### src/rtl/low_priority_request_arbiter.sv
// Fixed low-index-priority arbiter with a per-grant hold limit.
// Ports: Clk_In, Reset_In (async high), Enable_In, Req_In in;
//        Grant_Out, Grant_Valid_Out, Grant_Index_Out, Timeout_Out out.
module low_priority_request_arbiter #(
  parameter int NUM_REQ  = 4,
  parameter int MAX_HOLD = 15,
  localparam int IW = (NUM_REQ > 1) ? $clog2(NUM_REQ) : 1
) (
  input  logic               Clk_In,
  input  logic               Reset_In,
  input  logic               Enable_In,
  input  logic [NUM_REQ-1:0] Req_In,
  output logic [NUM_REQ-1:0] Grant_Out,
  output logic               Grant_Valid_Out,
  output logic [IW-1:0]      Grant_Index_Out,
  output logic               Timeout_Out
);

  localparam int CW = (MAX_HOLD > 0) ? $clog2(MAX_HOLD + 1) : 1;
  localparam logic [CW-1:0] HOLD_MAX = CW'(MAX_HOLD);
  localparam logic [CW-1:0] CNT_TOP =
    (MAX_HOLD > 0) ? HOLD_MAX : {CW{1'b1}};
  localparam logic [NUM_REQ-1:0] ONE = NUM_REQ'(1);

  typedef enum logic {
    IDLE  = 1'b0,
    GRANT = 1'b1
  } state_t;

  state_t             state_q, state_d;
  logic [NUM_REQ-1:0] grant_q, grant_d;
  logic               valid_q, valid_d;
  logic [IW-1:0]      idx_q, idx_d;
  logic [CW-1:0]      cnt_q, cnt_d;
  logic [NUM_REQ-1:0] mask_q, mask_d;
  logic               tout_q, tout_d;

  logic [NUM_REQ-1:0] masked;
  logic [NUM_REQ-1:0] eff;
  logic [IW-1:0]      win;

  // A masked requester is still served when it is the only one asking.
  always_comb begin
    masked = Req_In & ~mask_q;
    eff    = (|masked) ? masked : Req_In;
    win    = '0;
    for (int i = NUM_REQ - 1; i >= 0; i--) begin
      if (eff[i]) win = IW'(i);
    end
  end

  always_comb begin
    state_d = state_q;
    grant_d = grant_q;
    idx_d   = idx_q;
    cnt_d   = cnt_q;
    mask_d  = mask_q;
    tout_d  = 1'b0;
    unique case (state_q)
      IDLE: begin
        grant_d = '0;
        idx_d   = '0;
        cnt_d   = '0;
        if (Enable_In && (|eff)) begin
          state_d = GRANT;
          grant_d = ONE << win;
          idx_d   = win;
          cnt_d   = CW'(1);
          // The mask has served its purpose once anyone is granted.
          mask_d  = '0;
        end else if (|(mask_q & ~Req_In)) begin
          mask_d = '0;
        end
      end
      GRANT: begin
        if (!Req_In[idx_q]) begin
          state_d = IDLE;
          grant_d = '0;
          idx_d   = '0;
          cnt_d   = '0;
        end else if ((MAX_HOLD != 0) && (cnt_q == HOLD_MAX)) begin
          state_d = IDLE;
          grant_d = '0;
          idx_d   = '0;
          cnt_d   = '0;
          mask_d  = grant_q;
          tout_d  = 1'b1;
        end else if (cnt_q != CNT_TOP) begin
          cnt_d = cnt_q + CW'(1);
        end
      end
      default: state_d = IDLE;
    endcase
    valid_d = |grant_d;
  end

  always_ff @(posedge Clk_In or posedge Reset_In) begin
    if (Reset_In) begin
      state_q <= IDLE;
      grant_q <= '0;
      valid_q <= 1'b0;
      idx_q   <= '0;
      cnt_q   <= '0;
      mask_q  <= '0;
      tout_q  <= 1'b0;
    end else begin
      state_q <= state_d;
      grant_q <= grant_d;
      valid_q <= valid_d;
      idx_q   <= idx_d;
      cnt_q   <= cnt_d;
      mask_q  <= mask_d;
      tout_q  <= tout_d;
    end
  end

  assign Grant_Out       = grant_q;
  assign Grant_Valid_Out = valid_q;
  assign Grant_Index_Out = idx_q;
  assign Timeout_Out     = tout_q;

endmodule

### config.mk
export PLATFORM = sky130hd
export DESIGN_NAME = low_priority_request_arbiter
export DESIGN_NICKNAME = d
export VERILOG_FILES = /design/src/rtl/low_priority_request_arbiter.sv
export SDC_FILE = /design/constraint.sdc
export NUM_CORES = 1
export LEC_CHECK = 0
export CAP_MARGIN = 25
export CORE_MARGIN = 5
export CORE_UTILIZATION = 31
export DETAILED_ROUTE_END_ITERATION = 10
export GPL_ROUTABILITY_DRIVEN = 1
export MAX_ROUTING_LAYER = met4
export PLACE_DENSITY_LB_ADDON = 0.15
export SLEW_MARGIN = 20
export SYNTH_ARGS = -nofsm -noshare
export SYNTH_HDL_FRONTEND = slang
export SYNTH_SLANG_ARGS = --single-unit
### constraint.sdc
create_clock -name Clk_In -period 1.7 [get_ports Clk_In]
set_input_delay 0.34 -clock Clk_In [delete_from_list [all_inputs] [get_ports Clk_In]]
set_output_delay 0.34 -clock Clk_In [all_outputs]
set_load 0.01 [all_outputs]
==> results.yml, run 1 <==
layout:
  nets: 148
  final_common_cell: "buf_4"
  final_cell_mix: "28 x buf_4, 16 x dfrtp_1, 9 x clkdlybuf4s50_1, 8 x inv_1, 6 x a21oi_1"
  fin_util_pct: 49.3
  drive_gt1_share_pct: 34.5
  syn2layout_area_growth_pct: 52.0
  n_antenna_cell: 0
  n_fill_cell: 289
  finalNonFillerCells: 170
timing:
  period_share_pct: 108
  rsz0062_at_grt: "true"
  setup_viol: 5
  fmax_mhz: 546
  tightest_slew_ns: 0.367
  finalMaxSlewViolations: 0
  fin_ws_ns: -0.132
  finalClockSkew_ns: 0.0182
  period_needed_ns: 1.83
  hold_viol: 0
  max_slew_margin_pct: 75.5
setup_path:
  crit_chain: "mux4_2, nand2_4, nor2_4, a32o_1, or4b_1"
  worstPathMaxFanout: 5
  critPathSlowestCell: "mux4_2"
  crit_required_ns: 1.89
  worst-setup-path-type: "reg2reg"
  startpoint: "Grant_Index_Out[0]"
  start_kind: "flip-flop"
  path_delay_family: "simple AND/OR/NAND/NOR gates"
  max_stage_delay_ns: 0.55
  cp.arrival_ns: 2.02
  r2r_start: "Grant_Index_Out[0]"
  critPathBufInv: 0
  endpoint_kind: "flip-flop"
yosys:
  synth_ff_type: "dfrtp_1"
  netlist_area_um2: 895
  yosysUniqueCellTypes: 35
  syn_avg_cell_area_um2: 9.83
  netlist_instances: 91
  yosys_warnings: 0
  ys_ff_latch: 17
  synth_edf_count: 0
  syn_nets: 99
  ys_seq_area_share_pct: 47.6
  ys_async_sr_fraction_pct: 100
global_routing:
  antenna_found_initial: 0
  grt_pass1_vias: 916
  grt_max_degree: 18
  grt_overflow_total: 0
  track_usage_pct: 13.8
  grt_pass1_wl_mm: 4.37
pwr:
  ir_worst_vdd_v: 0.000567
  p_total_uw: 978
  p_leak_uw: 0.000675
  power_density_mw_per_mm2: 719
die:
  io_pins: 15
  die_area_mm2: 0.00406
  rows: 19
  die_w_um: 63.7
  initial_utilization_pct: 32.4
  die_h_um: 63.7
  core_area_mm2: 0.00276
clock_network:
  tritoncts: "done"
  insertion_delay_ns: 0.30
  clkTransAtPathRegs_ns: 0.12
  cts_buffers: 3
  cts.sinks: 17
  clock_path_buffers: 2
  clockRootBuffer: "clkbuf_4"
  cts.htree.levels: 1
run:
  max_cap_violations: 0
detailed_routing:
  wl_mm: 2.55
  wl_per_cell_um: 15.0
  dr.first_iter.drc_count: 25
  drc: 0
  vias: 876
  antenna_left: 0
  drt_first_pass_iters: 4
  vias_per_cell: 5.15
run_status:
  violations: "setup timing"
  status: "finished, violations left"
hold_path:
  holdCritPathClass: "in2async"
place:
  place_ws_ns: -0.597
  dp.cells: 162
  gp_congestion: 0.864
  hpwl_mm: 1.96
  port_buffers: 14
==> layout make-up <==
type / instances / area (um2) / area share (%)
multi-input cells: 65 / 467 / 34.3
clock inverters: 1 / 5.00 / 0.368
flip-flops and latches: 17 / 427 / 31.4
well taps: 31 / 38.8 / 2.85
repair buffers: 44 / 367 / 27.0
clock buffers: 3 / 22.5 / 1.66
inverters: 9 / 33.8 / 2.48
==> final timing paths <==
kind / to / slack [ns] / cells past startpoint
min in group Clk_In: Grant_Index_Out[1] / 0.54 / 2
worst max-delay path: Grant_Valid_Out / -0.13 / 5
worst min register to register: Grant_Index_Out[1] / 0.54 / 2
max in group asynchronous: Grant_Out[1] / 1.15 / 3
worst max register to register: Grant_Valid_Out / -0.13 / 5
worst min-delay path: Timeout_Out / 0.34 / 3
==> cell families after synthesis <==
| kind of cell | synth area share, % |
|---|---|
| AO/OA/AOI/OAI | 22.8 |
| XOR/XNOR | 1.96 |
| adder cells (fa/ha/maj) | 1.40 |
| buffers and inverters | 3.78 |
| flip-flops | 47.6 |
| AND/OR/NAND/NOR | 20.0 |
| multiplexers | 2.52 |
==> metrics by stage <==
stage          setup TNS [ns]  hold slack (ns)  instance area [um2]
5_1_grt                -0.687            0.362                 1360
2_1_floorplan          -0.197            0.266                  895
3_3_place_gp            -4.73            0.512                 1270
3_5_place_dp            -5.01            0.514                 1270
6_report               -0.243            0.336                 1360
4_1_cts                -0.137            0.342                 1320
==> worst reg2reg max path, stage by stage, from the launching register on <==
cell     delay (ns)
dfrtp_1        0.37
mux4_2         0.55
nand2_4        0.09
nor2_4         0.05
a32o_1         0.21
or4b_1         0.45
==> registers in the layout, indices dropped and copies added (netlist names) <==
| register | cells |
|---|---|
| Grant_Valid_Out | 1 |
| Timeout_Out | 1 |
| Grant_Index_Out | 2 |
| mask_q | 4 |
| state_q | 1 |
| Grant_Out | 4 |
| cnt_q | 4 |
==> cells in the mapped netlist (2+ instances only) <==
master,n,share of area (%)
nand2_1,4,1.7
a22oi_1,3,2.5
o31ai_1,2,1.7
nand3_1,6,3.4
a22o_1,2,2.0
a21oi_1,6,3.4
inv_1,9,3.8
nor2b_1,5,3.5
o21ai_0,8,4.5
dfrtp_1,17,48
and3_1,5,3.5
==> routing by layer <==
metal	global-route usage (%)	part of all wire [%]	up-vias
met3	3.55	4.2	0
li1	-	-	433
met5	-	0	-
met2	22.6	48	20
met1	17.6	48	423
met4	1.56	0	0
==> report_power, final <==
part / total (uW) / internal, uW / switching [uW]
clock: 226 / 87.6 / 139
sequential: 478 / 437 / 41.0
combinational: 274 / 159 / 114
==> repair_timing <==
item	CTS	global route
endpoints found under the setup margin	10	8
endpoints found under the hold margin	0	0
hold buffers	0	0
setup buffers	2	2
gates resized for setup	8	13
pin swaps	0	1
No activity file was read; power rests on OpenSTA's default activity.
==> run 2: changes to the inputs <==
- CELL_PAD_IN_SITES_DETAIL_PLACEMENT: unset -> 2
- CELL_PAD_IN_SITES_GLOBAL_PLACEMENT: unset -> 2
- CORE_UTILIZATION: 31 -> 28
==> results.yml, run 2 (same netlist as run 1, synthesis figures left out) <==
detailed_routing:
  drc: 0
  vias_per_cell: 4.97
  wl_met2_mm: 1.93
  drt_first_pass_iters: 4
  top_layer_used: "met4"
  wl_met3_um: 119
  dr.first_iter.drc_count: 17
  vias: 945
  wl_per_cell_um: 19.3
  drt-met1-wl_mm: 1.58
  wl_mm: 3.66
  antenna_left: 0
timing:
  period_needed_ns: 1.91
  rsz0062_at_grt: "true"
  max_slew_margin_pct: 73.3
  tightest_slew_ns: 0.400
  finalClockSkew_ns: 0.00331
  setup_viol: 5
  hold_viol: 0
  finalMaxSlewViolations: 0
  fmax_mhz: 523
  fin_ws_ns: -0.210
  period_share_pct: 112
place:
  dp.cells: 178
  hpwl_mm: 2.62
  gp_congestion: 0.876
  place_area_mm2: 0.00131
  port_buffers: 14
  place_ws_ns: -0.608
layout:
  drive_gt1_share_pct: 44.5
  nets: 155
  final_cell_mix: "36 x buf_4, 17 x dfrtp_1, 8 x inv_1, 7 x clkdlybuf4s50_1"
  finalNonFillerCells: 190
  syn2layout_area_growth_pct: 65.3
  fin_util_pct: 48.4
  final_cell_area_mm2: 0.00148
  n_fill_cell: 342
  n_antenna_cell: 0
  final_common_cell: "buf_4"
setup_path:
  crit_chain: "mux4_2, nand2_4, nor2_4, a32o_1, or4b_1"
  worst-setup-path-type: "reg2reg"
  crit_required_ns: 1.88
  critPathSlowestCell: "mux4_2"
  worstPathMaxFanout: 4
  cp.arrival_ns: 2.09
  max_stage_delay_ns: 0.56
  start_kind: "flip-flop"
  endpoint_kind: "flip-flop"
pwr:
  pwr-share-comb_pct: 30.8
  p_leak_uw: 0.000754
  p_sw_uw: 323
  seqPwrFrac_pct: 46.8
  ir_worst_vdd_v: 0.000407
  p_sw_share_pct: 31.5
  p_int_uw: 702
  power_density_mw_per_mm2: 693
  pwr-share-clk_pct: 22.3
  p_total_uw: 1030
hold_path:
  holdCritPathClass: "in2async"
run_status:
  violations: "setup timing"
  status: "finished, violations left"
die:
  initial_utilization_pct: 29.3
  die_w_um: 66.5
  rows: 20
  die_h_um: 66.5
  io_pins: 15
  die_area_mm2: 0.00443
  core_area_mm2: 0.00305
run:
  max_cap_violations: 0
global_routing:
  grt_pass1_wl_mm: 5.65
  grt_pass1_vias: 1085
  grt_overflow_total: 0
  antenna_found_initial: 0
  grt_max_degree: 18
  track_usage_pct: 18.1
clock_network:
  cts.sinks: 17
  clkTransAtPathRegs_ns: 0.11
  clockRootBuffer: "clkbuf_4"
  clock_path_buffers: 2
  tritoncts: "done"
  cts_buffers: 3
  insertion_delay_ns: 0.30
  cts.htree.levels: 1
## run 2: power by group through the flow
stage          Sequential (uW)  Clock [uW]  Combinational (uW)
5_1_grt                    486         265                 339
2_1_floorplan              479           0                95.8
4_1_cts                    474         236                 278
3_5_place_dp               479           0                 262
3_3_place_gp               477           0                 252
6_report                   480         229                 316
## run 2: critical path, delay by kind of cell, from the launching register on
family | cells | cell delay (ns)
compound gates | 1 | 0.22
flops | 1 | 0.39
mux | 1 | 0.56
simple gates | 3 | 0.63
## run 2: per-stage QoR
step,setup TNS [ns],hold slack (ns)
3_3_place_gp,-5.24,0.541
4_1_cts,-0.597,0.363
2_1_floorplan,-0.197,0.266
3_5_place_dp,-5.78,0.564
6_report,-0.564,0.355
5_1_grt,-1.09,0.372
## run 2: timing repair
action,in CTS,in global routing
setup buffers,3,5
endpoints found under the setup margin,11,13
hold buffers,0,0
pin swaps,0,2
resized for setup,9,27
## run 2: routing by layer
| layer | GRT usage [%] | up-vias |
|---|---|---|
| met2 | 32.0 | 17 |
| met1 | 20.9 | 479 |
| met4 | 3.55 | 0 |
| li1 | - | 445 |
| met3 | 4.38 | 4 |
| met5 | - | - |
## run 2: path summary, 6_finish.rpt
path	cells after the start	startpoint	end	slack (ns)
setup / recovery	5	Grant_Index_Out[0]	Grant_Valid_Out	-0.21
hold / removal	3	Reset_In	cnt_q[1]	0.35
setup reg to reg	5	Grant_Index_Out[0]	Grant_Valid_Out	-0.21
hold reg to reg	2	Grant_Out[1]	mask_q[1]	0.57
max in group asynchronous	3	Reset_In	cnt_q[3]	1.16
min in group Clk_In	2	Grant_Out[1]	mask_q[1]	0.57
## run 2: cell type report
cell class	instances	area, um2	area share (%)
tap	44	55.1	3.72
clock buffer	3	22.5	1.52
timing repair buffer	51	417	28.2
sequential	17	425	28.8
multi-input combinational	65	520	35.2
inverter	9	33.8	2.28
clock inverter	1	5.00	0.338
==> RTL edit 1: new RTL, flow settings as in run 2 <==
`MAX_HOLD`: 15 -> 30.
--- a/src/rtl/low_priority_request_arbiter.sv
+++ b/src/rtl/low_priority_request_arbiter.sv
@@ -3,7 +3,7 @@
 //        Grant_Out, Grant_Valid_Out, Grant_Index_Out, Timeout_Out out.
 module low_priority_request_arbiter #(
   parameter int NUM_REQ  = 4,
-  parameter int MAX_HOLD = 15,
+  parameter int MAX_HOLD = 30,
   localparam int IW = (NUM_REQ > 1) ? $clog2(NUM_REQ) : 1
 ) (
   input  logic               Clk_In,
Function: same outputs for any inputs over 10 cycles, from zero or initial values and one cycle with Reset_In high; that may be too few to reach the edited logic, so the function may still have changed.
==> RTL edit 1 against run 2 <==
The flow still finishes with violations (setup timing); via count shrank 5.7%; routed wire length shrank 8.2%; power is 0.30% lower; largest cell class unchanged; combinational power down 5%; area after synthesis up 6.6%; design area is 0.25% lower; sequential share of layout area rose by 1.9 points; non-clock buffer count fell by 11; critical endpoint is now Grant_Out[3]; sequential cell count grew 1; worst setup slack better by 0.19 ns; maximum frequency up 11%.
==> RTL edit 1: results (changes against run 2) <==
Run status
  – Status: finished with violations
  – Failing checks: setup timing

STA
  – Setup slack after layout: -0.01922 ns (+0.1912 ns)
  – Worst slew pin tran: 0.3277 ns (-0.07204 ns)
  – Clk_skew: 0.004311 ns (+0.001003 ns)
  – Final Hold Viols: 0 (unchanged)
  – Number of setup violations in the final report: 4 (-1)

Clocking
  – CTS clk-pin slew, worst paths: 0.11 ns (about the same)
  – Root Driver: clkbuf_4
  – Skew-Pair Late Insertion Delay: 0.30 ns (about the same)
  – Bufs on Longest Clock Path: 2 (unchanged)
  – Num CTS Buffers: 3 (unchanged)
  – H-tree depth: 1 (unchanged)

Drt
  – Final wirelength: 3.360 mm (-8.2%)
  – Detailed Routing Iterations Pass 1: 4 (unchanged)
  – Drt first-iter violations: 14 (-3)
  – Via-per-instance ratio: 4.950 (-0.48%)

Yosys
  – Yosys warns: 0 (unchanged)
  – Post-Syn Nets: 102 (+3.0%)
  – Netlist cell types: 36 (+2.9%)
  – Synth top cells by count: 18 x dfrtp_1, 12 x nand2_1, 6 x nand2b_1, 6 x o21ai_1, 5 x nor2_1
  – Synth top area cells: dfrtp_1 47%, nand2_1 4.7%, nand2b_1 3.9%
  – FFs w/ async S/R, synth: 100.0% (unchanged)
  – Sequential area share after synthesis: 47.24% (-0.31 points)

Setup path
  – Worst-path maximum fanout: 4 (unchanged)
  – Capture point of the worst reg-to-reg path: Grant_Out[3]
  – Critical path origin: mask_q[0]
  – Worst Path Arrival: 1.91 ns (-0.18 ns)
  – Crit path max-delay cell type: dfrtp_1
  – Cell count of the worst reg-to-reg path: 7 (+2)
  – Worst stage delay on the critical path: 0.38 ns (-0.18 ns)
  – Worst setup EP type: register

Hold path
  – Hold/Removal Path Class: input pin to asynchronous set/reset pin

Finish
  – Max reg flops: 5
  – Biggest register: cnt_q
  – # diodes: 0 (unchanged)
  – Layout cells sized above 1: 41.04% (-3.5 points)
  – Final #Nets: 145 (-6.5%)

GRT
  – Vias in the first global route: 1,006 (-7.3%)
  – Gr usage total: 17.10% (-0.99 points)
  – Initial antenna violation count: 0 (unchanged)
  – Largest net degree at the start of global routing: 19 (+1)
  – Global-route wire length before repair: 5.471 mm (-3.2%)

Placement
  – RD Place Congestion: 0.7363 (-16%)
  – DPL Wire Length: 2.511 mm (-4.1%)
  – Port bufs: 14 (unchanged)

Pwr
  – Peak supply drop: 0.3369 mV (-17%)
  – Leak: 0.6606 nW (-12%)
  – Internal power: 0.6986 mW (-0.47%)
[RTL edit 1: cell types whose count changed in the layout (fill, tap and decap cells not counted), moves of 3 or more]
cell,run 2,this run
buf_4,36,23
nand2_1,4,12
and3_1,5,0
nand2b_1,1,6
a21oi_2,5,1
inv_1,8,4
o21ai_2,2,6
and2b_2,0,3
nand3_1,5,2
nor2_1,1,4
nor2b_2,3,0
o21ai_1,3,0
[RTL edit 1: critical path: cells and delay by family (launching register included)]
family,cells,cell delay (ns)
AND/OR/NAND/NOR,3,0.50
flip-flops,1,0.38
AO/OA/AOI/OAI,2,0.48
buffers and inverters,2,0.25
[RTL edit 1: what timing repair did]
action / in CTS / in global routing
setup buffers: 6 / 5
setup endpoints to repair: 12 / 12
pin swaps: 6 / 13
gates cloned: 0 / 0
gates resized for setup: 15 / 15
[RTL edit 1: area by class of cell]
class                           count  area, sq um
Multi-Input combinational cell     69        570.5
Sequential cell                    18        451.7
Tap cell                           46        57.56
Timing Repair Buffer               40        357.8
Fill cell                         374         1836
Inverter                            4        15.01
Clock buffer                        3        22.52
[RTL edit 1: per-stage QoR]
stage               setup TNS, ns  area, sq um  setup WS [ns]  instances  total power, mW
floorplan                       0        953.4         0.1127         93           0.6226
global placement           -5.820         1284        -0.4668        169           0.7522
detailed placement         -6.619         1284        -0.5240        169           0.7590
CTS                             0         1390       0.006112        177            1.003
global route              -0.5581         1475       -0.08188        180            1.096
finish                   -0.06461         1475       -0.01922        180            1.022
[RTL edit 1: power groups by stage]
stage,Clock (mW),Sequential (mW),Combinational (mW)
6_report,0.226,0.498,0.299
2_1_floorplan,0,0.504,0.118
4_1_cts,0.222,0.498,0.282
5_1_grt,0.262,0.506,0.328
3_3_place_gp,0,0.505,0.248
3_5_place_dp,0,0.506,0.253
[RTL edit 1: worst min-delay path by stage]
stage | start | to | slack (ns) | cells after the start
after detailed placement | Grant_Out[2] | mask_q[2] | 0.56 | 2
final | Reset_In | cnt_q[3] | 0.35 | 3
after global placement | cnt_q[4] | cnt_q[4] | 0.53 | 2
after CTS | Reset_In | Grant_Out[1] | 0.36 | 3
after floorplan | Reset_In | Grant_Index_Out[0] | 0.28 | 1
after global routing | Reset_In | Grant_Out[1] | 0.37 | 3
[RTL edit 1: routing by layer]
layer / GRT usage [%] / wire, um
met5: - / 0
met4: 6.700 / 84
met3: 2.135 / 88
met2: 30.81 / 1891
met1: 19.03 / 1296
[RTL edit 1: kinds of logic after synthesis]
kind of cell               share of synthesized area (%)
and+or+nand+nor                                    20.21
AOI/OAI and AO/OA                                  21.65
DFF                                                47.24
buffers and inverters                              3.149
xor gates and xnor gates                           2.756
adders and majority gates                          2.624
muxes                                              2.362
==> RTL edit 2: new RTL, settings of run 2 <==
Without the edit above. Remove the register `tout_q`: a continuous assignment takes its place, so the output `Timeout_Out` follows one clock earlier.
--- a/src/rtl/low_priority_request_arbiter.sv
+++ b/src/rtl/low_priority_request_arbiter.sv
@@ -102,7 +102,6 @@
       idx_q   <= '0;
       cnt_q   <= '0;
       mask_q  <= '0;
-      tout_q  <= 1'b0;
     end else begin
       state_q <= state_d;
       grant_q <= grant_d;
@@ -110,9 +109,10 @@
       idx_q   <= idx_d;
       cnt_q   <= cnt_d;
       mask_q  <= mask_d;
-      tout_q  <= tout_d;
     end
   end
+
+  assign tout_q = tout_d;
 
   assign Grant_Out       = grant_q;
   assign Grant_Valid_Out = valid_q;
Behaviour: same outputs for any inputs over 10 cycles, from zero or initial values and one cycle with Reset_In high; that may be too few to reach the edited logic, so the function may still have changed.
==> RTL edit 2 against run 2 <==
Clock skew grew 0.0023 ns; sequential share of layout area up 2.7 points; sequential cell count is 1 lower; area after synthesis fell by 2.9%; routed wire length is 28% lower; critical endpoint is now Timeout_Out; critical path depth is the same; non-clock buffer count down 16; power decreased by 0.46%; critical path type is now input pin to primary output; worst setup slack gained 0.23 ns; design area decreased by 14%.
==> RTL edit 2: results (changes against run 2) <==
Run status
  – Status: finished clean

Drt
  – Via-per-instance ratio: 5.167 (+3.9%)
  – Detailed Routing Iterations Pass 1: 4 (unchanged)
  – Drt first-iter violations: 14 (-3)
  – Final wirelength: 2.617 mm (-28%)

Clocking
  – CTS clk-pin slew, worst paths: 0.09 ns (-0.02 ns)
  – H-tree depth: 1 (unchanged)
  – Num CTS Buffers: 3 (unchanged)
  – Bufs on Longest Clock Path: 2 (unchanged)
  – Root Driver: clkbuf_4
  – Postcts setup bufs: 0 (-3)
  – Skew-Pair Late Insertion Delay: 0.28 ns (-0.02 ns)
  – Cts repair resizes: 6 (-3)

Yosys
  – Yosys warns: 0 (unchanged)
  – Synth top area cells: dfrtp_1 46%, nand2_1 6.1%, nor2b_1 4.3%
  – Sequential area share after synthesis: 46.11% (-1.4 points)
  – Synth top cells by count: 16 x dfrtp_1, 14 x nand2_1, 6 x nor2b_1, 6 x o21ai_1
  – Post-Syn Nets: 92 (-7.1%)
  – Post-synth top flop: dfrtp_1
  – Netlist cell types: 31 (-11%)
  – Synth Instances: 84 (-7.7%)
  – FFs w/ async S/R, synth: 100.0% (unchanged)

GRT
  – Gr usage total: 13.54% (-4.5 points)
  – Initial antenna violation count: 0 (unchanged)
  – Global-route wire length before repair: 4.271 mm (-24%)
  – Largest net degree at the start of global routing: 17 (-1)
  – Total global routing overflow: 0 (unchanged)
  – Vias in the first global route: 871 (-20%)

Placement
  – Port bufs: 14 (unchanged)
  – Worst slack, placed: -0.4575 ns (+0.1504 ns)
  – DP Area: 1207 sq um (-7.7%)
  – DPL Wire Length: 2.124 mm (-19%)
  – Placed cells: 152 (-15%)
  – RD Place Congestion: 0.7744 (-12%)

Setup path
  – CP top delay family: buffers and inverters
  – Critical path origin: Req_In[1]
  – Worst-path maximum fanout: 2 (-2)
  – Crit path max-delay cell type: clkdlybuf4s50_1
  – Worst reg2reg startpoint: Grant_Index_Out[1]
  – Worst stage delay on the critical path: 0.47 ns (-0.09 ns)

Finish
  – Final #Nets: 132 (-15%)
  – # diodes: 0 (unchanged)
  – Post-route insts no fill: 156 (-18%)
  – Layout cells sized above 1: 31.71% (-13 points)

Hold path
  – Hold/Removal Path Class: input pin to asynchronous set/reset pin

Pwr
  – Leak: 0.6482 nW (-14%)
  – Peak supply drop: 0.3203 mV (-21%)

STA
  – Rel. slew slack: 76.49% (+3.2 points)
  – Clk_skew: 0.005624 ns (+0.002316 ns)
## RTL edit 2: stage by stage
| stage | utilization (%) | hold WS, ns | power (mW) |
|---|---|---|---|
| floorplan | - | 0.2537 | 0.6034 |
| global placement | 40.21 | 0.5237 | 0.7758 |
| detailed placement | 40.21 | 0.5275 | 0.7844 |
| CTS | 41.42 | 0.3594 | 1.035 |
| global route | 42.54 | 0.3676 | 1.089 |
| finish | 42.54 | 0.3614 | 1.020 |
## RTL edit 2: worst paths after layout
check	end	slack [ns]	cells past startpoint
worst min-delay path	cnt_q[2]	0.36	3
worst max-delay path	Timeout_Out	0.02	5
min in group Clk_In	Grant_Out[0]	0.55	2
max in group asynchronous	Grant_Index_Out[1]	1.14	3
worst max register to register	Grant_Valid_Out	0.20	6
worst min register to register	Grant_Out[0]	0.55	2
## RTL edit 2: per-layer routing
layer	global-route usage, %	routed length [um]	vias up
li1	-	-	377
met1	17.32	1210	413
met3	2.222	85	2
met2	22.03	1308	14
met4	3.886	12	0
met5	-	0	-
## RTL edit 2: where the power goes
part           switching (mW)  leakage (nW)  internal (mW)  total [mW]
registers              0.0308         0.215          0.420       0.451
logic                   0.154         0.413          0.169       0.322
clock network           0.117        0.0210          0.130       0.247
## RTL edit 2: cell families (layout without fill, tap and decap cells)
group           count (synthesis)  after routing  share of synthesized area [%]
simple gates                   36             36                          23.34
compound gates                 24             24                          23.49
flops                          16             16                          46.11
buf+inv                         3             42                          1.297
xor+xnor                        2              2                          2.018
mux                             2              2                          2.306
fa+ha+maj                       1              1                          1.441
## RTL edit 2: final cells by class
cell class	instances	area, sq um
Fill cell	336	1725
Tap cell	33	41.29
Multi-Input combinational cell	65	471.7
Inverter	3	11.26
Timing Repair Buffer	35	315.3
Clock buffer	4	36.28
Sequential cell	16	401.6
